**src/rtl/puf_response_sequencer.sv**
```systemverilog
// -----------------------------------------------------------------------------
// puf_response_sequencer
//
// Purpose:
//   Sequences the RO-PUF oscillator/mux/counter datapath to build one response
//   word. For each response bit it selects a pair of ring-oscillator paths,
//   clears the counters, enables the oscillators for a fixed window, waits for
//   the counters to settle and then compares them. The bits are packed into a
//   response word that is published together with a one-cycle done strobe.
//
// Parameters:
//   N_BITS  response bits per run (1..32)
//   WINDOW  cycles ro_en is held high per bit (>=1)
//   SETTLE  cycles after ro_en falls before the counts are sampled (>=1)
//   CW      width of count_a / count_b
//
// Ports:
//   clk             system clock
//   reset           synchronous reset, active-high
//   start           run request, accepted only while idle
//   challenge_base  base challenge, captured when start is accepted
//   count_a/count_b RO counter values, stable while ro_en is low
//   sel_a/sel_b     mux selects for the A and B counter paths
//   ro_en           oscillator enable
//   cnt_clr         counter clear, one-cycle pulse per bit
//   busy            high in every state except idle
//   done            one-cycle pulse, response valid in the same cycle
//   response        last completed response, held until the next done
//   ties            equal-count compares in the last run, saturating at 15
// -----------------------------------------------------------------------------
module puf_response_sequencer #(
   parameter int N_BITS = 8,
   parameter int WINDOW = 64,
   parameter int SETTLE = 4,
   parameter int CW     = 8
) (
   input  logic              clk,
   input  logic              reset,
   input  logic              start,
   input  logic [4:0]        challenge_base,
   input  logic [CW-1:0]     count_a,
   input  logic [CW-1:0]     count_b,
   output logic [4:0]        sel_a,
   output logic [4:0]        sel_b,
   output logic              ro_en,
   output logic              cnt_clr,
   output logic              busy,
   output logic              done,
   output logic [N_BITS-1:0] response,
   output logic [3:0]        ties
);

   typedef enum logic [2:0] {
      S_IDLE   = 3'd0,
      S_CLEAR  = 3'd1,
      S_RUN    = 3'd2,
      S_SETTLE = 3'd3,
      S_SAMPLE = 3'd4,
      S_DONE   = 3'd5
   } state_t;

   // Phase counter is shared by RUN and SETTLE, so it is sized for the longer one.
   localparam int PW = (WINDOW > SETTLE) ? ($clog2(WINDOW) + 1) : ($clog2(SETTLE) + 1);
   localparam logic [PW-1:0] WIN_LAST = PW'(WINDOW - 1);
   localparam logic [PW-1:0] SET_LAST = PW'(SETTLE - 1);
   localparam logic [4:0]    IDX_LAST = 5'(N_BITS - 1);

   state_t              state_q, state_d;
   logic [PW-1:0]       phase_q, phase_d;
   logic [4:0]          idx_q, idx_d;
   logic [4:0]          base_q, base_d;
   logic [N_BITS-1:0]   bits_q, bits_d;
   logic [3:0]          ties_q, ties_d;
   logic [4:0]          sel_a_q, sel_a_d;
   logic [4:0]          sel_b_q, sel_b_d;
   logic                ro_en_q, ro_en_d;
   logic                cnt_clr_q, cnt_clr_d;
   logic                busy_q, busy_d;
   logic                done_q, done_d;
   logic [N_BITS-1:0]   response_q, response_d;
   logic [4:0]          sel_off;

   // State and datapath registers; synchronous reset aborts any run at once.
   always_ff @(posedge clk) begin
      if (reset) begin
         state_q    <= S_IDLE;
         phase_q    <= '0;
         idx_q      <= 5'd0;
         base_q     <= 5'd0;
         bits_q     <= '0;
         ties_q     <= 4'd0;
         sel_a_q    <= 5'd0;
         sel_b_q    <= 5'd0;
         ro_en_q    <= 1'b0;
         cnt_clr_q  <= 1'b0;
         busy_q     <= 1'b0;
         done_q     <= 1'b0;
         response_q <= '0;
      end else begin
         state_q    <= state_d;
         phase_q    <= phase_d;
         idx_q      <= idx_d;
         base_q     <= base_d;
         bits_q     <= bits_d;
         ties_q     <= ties_d;
         sel_a_q    <= sel_a_d;
         sel_b_q    <= sel_b_d;
         ro_en_q    <= ro_en_d;
         cnt_clr_q  <= cnt_clr_d;
         busy_q     <= busy_d;
         done_q     <= done_d;
         response_q <= response_d;
      end
   end

   // Next-state logic plus bit index, phase counter, compare result and tie count.
   always_comb begin
      state_d = state_q;
      phase_d = phase_q;
      idx_d   = idx_q;
      base_d  = base_q;
      bits_d  = bits_q;
      ties_d  = ties_q;
      case (state_q)
         S_IDLE: begin
            if (start) begin
               state_d = S_CLEAR;
               base_d  = challenge_base;
               idx_d   = 5'd0;
               ties_d  = 4'd0;
               bits_d  = '0;
            end else begin
               state_d = S_IDLE;
            end
         end
         S_CLEAR: begin
            state_d = S_RUN;
            phase_d = '0;
         end
         S_RUN: begin
            if (phase_q == WIN_LAST) begin
               state_d = S_SETTLE;
               phase_d = '0;
            end else begin
               phase_d = phase_q + PW'(1'b1);
            end
         end
         S_SETTLE: begin
            if (phase_q == SET_LAST) begin
               state_d = S_SAMPLE;
               phase_d = '0;
            end else begin
               phase_d = phase_q + PW'(1'b1);
            end
         end
         S_SAMPLE: begin
            // Unsigned compare; an equal pair yields 0 and is counted as a tie.
            bits_d = bits_q | (N_BITS'(count_a > count_b) << idx_q);
            if ((count_a == count_b) && (ties_q != 4'd15)) begin
               ties_d = ties_q + 4'd1;
            end else begin
               ties_d = ties_q;
            end
            if (idx_q == IDX_LAST) begin
               state_d = S_DONE;
            end else begin
               idx_d   = idx_q + 5'd1;
               state_d = S_CLEAR;
            end
         end
         S_DONE: begin
            state_d = S_IDLE;
         end
         default: begin
            state_d = S_IDLE;
         end
      endcase
   end

   // Output decode from the next state so every output comes straight from a flop.
   always_comb begin
      sel_off   = 5'({idx_d, 1'b0});
      busy_d    = (state_d != S_IDLE);
      done_d    = (state_d == S_DONE);
      ro_en_d   = (state_d == S_RUN);
      cnt_clr_d = (state_d == S_CLEAR);
      if (state_d == S_CLEAR) begin
         // 5-bit adds wrap the challenge modulo 32.
         sel_a_d = base_d + sel_off;
         sel_b_d = base_d + sel_off + 5'd1;
      end else begin
         sel_a_d = sel_a_q;
         sel_b_d = sel_b_q;
      end
      if (state_d == S_DONE) begin
         response_d = bits_d;
      end else begin
         response_d = response_q;
      end
   end

   assign sel_a    = sel_a_q;
   assign sel_b    = sel_b_q;
   assign ro_en    = ro_en_q;
   assign cnt_clr  = cnt_clr_q;
   assign busy     = busy_q;
   assign done     = done_q;
   assign response = response_q;
   assign ties     = ties_q;

endmodule

```
**config.mk**
```make
export PLATFORM = sky130hd
export DESIGN_NAME = puf_response_sequencer
export DESIGN_NICKNAME = d
export VERILOG_FILES = /design/src/rtl/puf_response_sequencer.sv
export SDC_FILE = /design/constraint.sdc
export NUM_CORES = 1
export LEC_CHECK = 0
export CAP_MARGIN = 15
export CORE_MARGIN = 5
export CORE_UTILIZATION = 52
export DETAILED_ROUTE_END_ITERATION = 8
export PLACE_DENSITY_LB_ADDON = 0.1
export SETUP_SLACK_MARGIN = 0.3
export SLEW_MARGIN = 10
export SYNTH_ARGS = -nofsm -noshare
export SYNTH_HDL_FRONTEND = slang
export SYNTH_SLANG_ARGS = --single-unit
```
**constraint.sdc**
```tcl
create_clock -name clk -period 4.31 [get_ports clk]
set_clock_uncertainty 0.2 [all_clocks]
set_input_delay 0.862 -clock clk [delete_from_list [all_inputs] [get_ports clk]]
set_output_delay 0.862 -clock clk [all_outputs]
set_load 0.05 [all_outputs]
```
# Word-level counts from Yosys, hierarchy flattened
# Cells that the tools add are included.
[totals] inputBits=24 word_cells=62 register_bits=54 out_inout_bits=26
[classes] shifts=1 bitwise_logic=1 addsub=5 reduce_logical=7 order_cmp=1 eq_ne=15 mux=18
[ops] op="case mux 7 bit (3 select lines)" count=1
[ops] op="two-way mux 5 bit" count=4
[ops] op="case mux 8 bit (2 select lines)" count=1
[ops] op="case mux 3 bit (5 select lines)" count=1
[ops] op="two-way mux 7 bit" count=2
[ops] op="adder 5 x 1 -> 5 bit (second input constant)" count=2
[ops] op="case mux 5 bit (2 select lines)" count=1
[ops] op="== test 3 x 2 -> 1 bit (second input constant)" count=3
[ops] op="two-way mux 3 bit" count=3
[ops] op="== test 8 bit" count=1
[ops] op="greater-than comparator 8 bit" count=1
[ops] op="two-way mux 4 bit" count=2
[ops] op="two-way mux 8 bit" count=1
[ops] op="bitwise OR 8 bit" count=1
[ops] op="case mux 4 bit (2 select lines)" count=1
[ops] op="<< shifter 1 x 5 -> 8 bit" count=1
[ops] op="adder 7 x 1 -> 7 bit (second input constant)" count=1
[ops] op="== test 7 x 2 -> 1 bit (second input constant)" count=1
[ops] op="== test 7 x 6 -> 1 bit (second input constant)" count=1
[ops] op="== test 3 x 1 -> 1 bit (second input constant)" count=2
[ops] op="== test 3 bit (second input constant)" count=2
[ops] op="!= test 2 bit (second input constant)" count=3
[ops] op="AND reduction 3 bit" count=2
[ops] op="nonzero test 3 bit" count=2
[ops] op="other kinds (8)" count=8

# Longest topological paths before layout
[logic_depth] depth_word=5 depth_mapped=14 depth_no_buf=12

# Worst setup path after synthesis
# No wires, ideal clock.
[synth_timing] path_type="input -> register" startpoint="input port start" endpoint="register sel_b_q[4] (netlist: sel_b[4])" required_time_ps=4031 setup_time_ps=79 path_slack_ps=741 path_stages=10 t_arrival_ps=3290 n_path_buf=1 path_cell_list="nor4b_4 > clkbuf_1 > a21oi_1 > mux2_2 > ha_1 > inv_1 > fa_1 > nor3b_1 > xnor3_1 > a211oi_2"
[synth_between] elab_chain_cells=4 elab_cells_between_ends=9 cone_classes="2 x add/sub; 1 x eq/ne; 6 x mux"
[synth_lines] item="start, declared" line_no="39" source="input logic start,"
[synth_lines] item="two-way mux 5 bit" line_no="126" source="if (start) begin"
[synth_lines] item="case mux 5 bit (2 select lines)" line_no="124" source="case (state_q)"
[synth_lines] item="via idx_d[0]" line_no="70" source="logic [4:0] idx_q, idx_d;"
[synth_lines] item="adder 5 bit" line_no="190" source="sel_b_d = base_d + sel_off + 5'd1;"
[synth_lines] item="adder 5 x 1 -> 5 bit" line_no="190"
[synth_lines] item="end signal, assigned" line_no="107" source="sel_b_q <= sel_b_d;"
[synth_lines] item="end, declared" line_no="75" source="logic [4:0] sel_b_q, sel_b_d;"
# The timed path passes the listed nets, and every way through them passes these cells. The select of a mux whose other input is x is not followed.
# A chain may end at the register's enable or synchronous reset.

# Worst setup path in the final report
[layout_timing] startpoint="input port start" endpoint="register sel_b_q[4] (netlist: sel_b[4])"
[layout_between] elab_chain_cells=4 elab_cells_between_ends=9 cone_classes="2 x add/sub; 1 x eq/ne; 6 x mux"
[layout_lines] item="two-way mux 5 bit" line_no="126"
[layout_lines] item="two-way mux 5 bit" line_no="124"
[layout_lines] item="via base_d[2]" line_no="71" source="logic [4:0] base_q, base_d;"
[layout_lines] item="adder 5 bit" line_no="190"
[layout_lines] item="adder 5 x 1 -> 5 bit" line_no="190"
# The timed path passes the listed nets, and every way through them passes these cells. The select of a mux whose other input is x is not followed.

==> metrics.cfg <==
[routing]
post-route-drc-count = 0
vias = 2244
wire_per_inst_microns = 13.18
first_iter_violations = 94
ant_nets = 0
dr.pass1.iters = 4
via_per_inst = 5.305
wl_microns = 5575

[critical_path]
critPathSlowestCell = clkdlybuf4s50_1
crit_type = input port to register
rr_startpoint = idx_q[0]$_SDFF_PP0_
path_cells = clkdlybuf4s50_1 -> nor4b_4 -> buf_4 -> mux2i_1 -> inv_1 -> ha_1 -> a21o_1 -> a21oi_1 -> xnor2_2 -> xnor3_1 -> a211oi_2
crit_buf_inv = 3
cpPeakStageDelay_ns = 0.54
path_delay_family = buffers and inverters
worstSetupEndpointType = register
crit_fanout = 12
crit_arrival_ns = 3.77
crit_path_start_kind = input port
startpoint = start
crit_required_ns = 4.34

[power_and_ir_drop]
ir_drop_mv = 0.2229
p_leak_nw = 1.326
p_per_area_nw_per_um2 = 320.0

[cells_and_area]
final_area_sq_um = 3322
syn2layout_area_growth_pct = 25.65
antenna_cells = 0
fill_cells = 452
fin_util_pct = 66.31
nets = 392
layout-drive-gt1-share_pct = 6.799

[place]
dp_hpwl_microns = 4162
placed_area_sq_um = 3202
place.gp.congestion = 0.8396
preCtsSetupSlack_ns = 0.1401
portBuffers = 49

[clock_tree]
root_buffer = clkbuf_8
cts_tree = yes
h-tree-depth = 2
ctsHoldBuffers = 0
clkLatencyLatePin_ns = 0.30
post_cts_buffers = 0
clockBufferDepth = 2
cts_sinks = 54
clk_pin_slew_ns = 0.10
cts_made_buffers = 5
cts_resized = 0

[grt]
met3_usage_pct = 4.213
grtUsageMet2_pct = 31.27
grt_pass1_vias = 2163
grtUsageTotal_pct = 18.30
grt_max_degree = 25
grt_use_met1_pct = 23.39
antenna_found_initial = 0
gr-max-usage-layer = met2
grt_pass1_wl_microns = 9611
grt_overflow_total = 0

[sta]
grt_setup_unrepaired = no
hold_viol = 0
slew_headroom_pct = 36.39
tightest_slew_ns = 0.9512
fin_crit_sh_pct = 86.78
setup_viol = 0
clock.fmax_mhz = 267.4
setup_ws_ns = 0.5699
drv_slew = 0
period_minus_slack_ns = 3.740
fin_setup_tns_ns = 0

[min_path]
min-delay-start = response[1]$_SDFFE_PP0P_
min_path_type = register to register

[logic_synthesis]
synthArstFlopShare_pct = 0
syn-num-nets = 343
yosys.cell_types.count = 50
ys.flop_type = dfxtp_1
synth_cells = 303
syn_area_sq_um = 2644
yosysWarnings = 0
synth.avg_cell_area_sq_um = 8.725
ys_seq_elements = 54
synth_edf_count = 0
seq_area_frac_synth_pct = 40.89

[run]
drv_cap = 0

[floorplan]
initial_core_util_pct = 52.77
fp.dieH_microns = 81.31
rows = 26
core_region_area_sq_um = 5010
io-pin-count = 50
die_area_sq_um = 6611
die_x_microns = 81.31

[status]
status = complete, no violations

worst register-to-register path, stage by stage, from the launching register on:
cell,delay (ns)
dfxtp_1,0.52
ha_1,0.27
or4bb_1,0.52
a21oi_2,0.37
mux2_2,0.25
ha_1,0.17
inv_1,0.06
fa_1,0.37
xor2_1,0.20
nor3b_1,0.25
xnor3_1,0.26
a211oi_2,0.20
placed cells by master (no fill, tap or decap), drive strengths merged, types with 4 or more instances in the layout:
master,count
a211oi,8
a21oi,30
a311oi,7
and3,7
buf,5
clkbuf,5
clkdlybuf4s50,49
dfxtp,54
ha,15
inv,14
mux2i,6
nand2,30
nand2b,4
nand3,10
nor2,36
nor2b,8
nor3b,6
nor4,4
o21ai,9
o31ai,5
or2,4
xnor2,4
logic make-up after synthesis:
kind of cell	after synthesis	synth area share, %
xor gates and xnor gates	8	3.455
buffers and inverters	25	4.023
adders and majority gates	16	7.856
AOI/OAI and AO/OA	69	16.71
muxes	7	2.698
and+or+nand+nor	124	24.37
DFF	54	40.89
flip-flops by register name, summed over array words and instances (netlist names), 3 cells and up:
signal,flops
base_q,5
idx_q,5
response,8
bits_q,8
sel_a,5
state_q,3
ties,4
phase_q,7
sel_b,5
worst paths after layout:
path	end	slack, ns	cells after the start
worst min-delay path	response[1]$_SDFFE_PP0P_	0.25	2
worst max register to register	sel_b[4]$_SDFFE_PP0P_	0.61	11
worst min register to register	response[1]$_SDFFE_PP0P_	0.25	2
worst max-delay path	sel_b[4]$_SDFFE_PP0P_	0.57	11
cell type report:
class | count | area [sq um] | area share, %
clock buffer | 5 | 68.82 | 2.072
clock inverter | 3 | 47.55 | 1.431
inverter | 13 | 48.80 | 1.469
multi-input combinational | 224 | 1460 | 43.95
sequential | 54 | 1081 | 32.54
tap | 70 | 87.58 | 2.637
timing repair buffer | 54 | 528.0 | 15.89
report_power, final:
group	internal, mW	total [mW]	switching, mW
sequential	0.516	0.528	0.0124
clock	0.176	0.341	0.165
combinational	0.0787	0.193	0.115
total	0.771	1.06	0.292
metrics by stage:
| stage | hold slack [ns] | std cells | power, mW |
|---|---|---|---|
| after floorplan | 0.2247 | 303 | 0.6674 |
| after global placement | 0.2388 | 415 | 0.7310 |
| after detailed placement | 0.2437 | 415 | 0.7330 |
| after CTS | 0.2587 | 423 | 1.077 |
| after global routing | 0.2799 | 423 | 1.117 |
| final | 0.2543 | 423 | 1.063 |
routing by layer:
metal | vias to the layer above | part of all wire (%)
met4 | 0 | 1.2
met5 | - | 0
met2 | 40 | 47
met1 | 1022 | 48
li1 | 1175 | -
met3 | 7 | 3.7
Yosys cell counts (5+ instances only):
master     n  area share [%]
o31ai_1    5             1.4
a311oi_1   7             2.3
nand2_1   30             4.3
inv_1     13             1.8
nor2b_1    8             1.9
mux2i_1    6             2.3
nand3_1   10             1.9
a21oi_1   30             5.7
clkbuf_1   6            0.85
and3_1     7             1.7
ha_1      15             7.1
o21ai_0    8             1.5
nor2_1    36             5.1
nor3b_1    5             1.4
dfxtp_1   54              41
a211oi_1   7             2.0
Power figures use the tool's default switching activity.
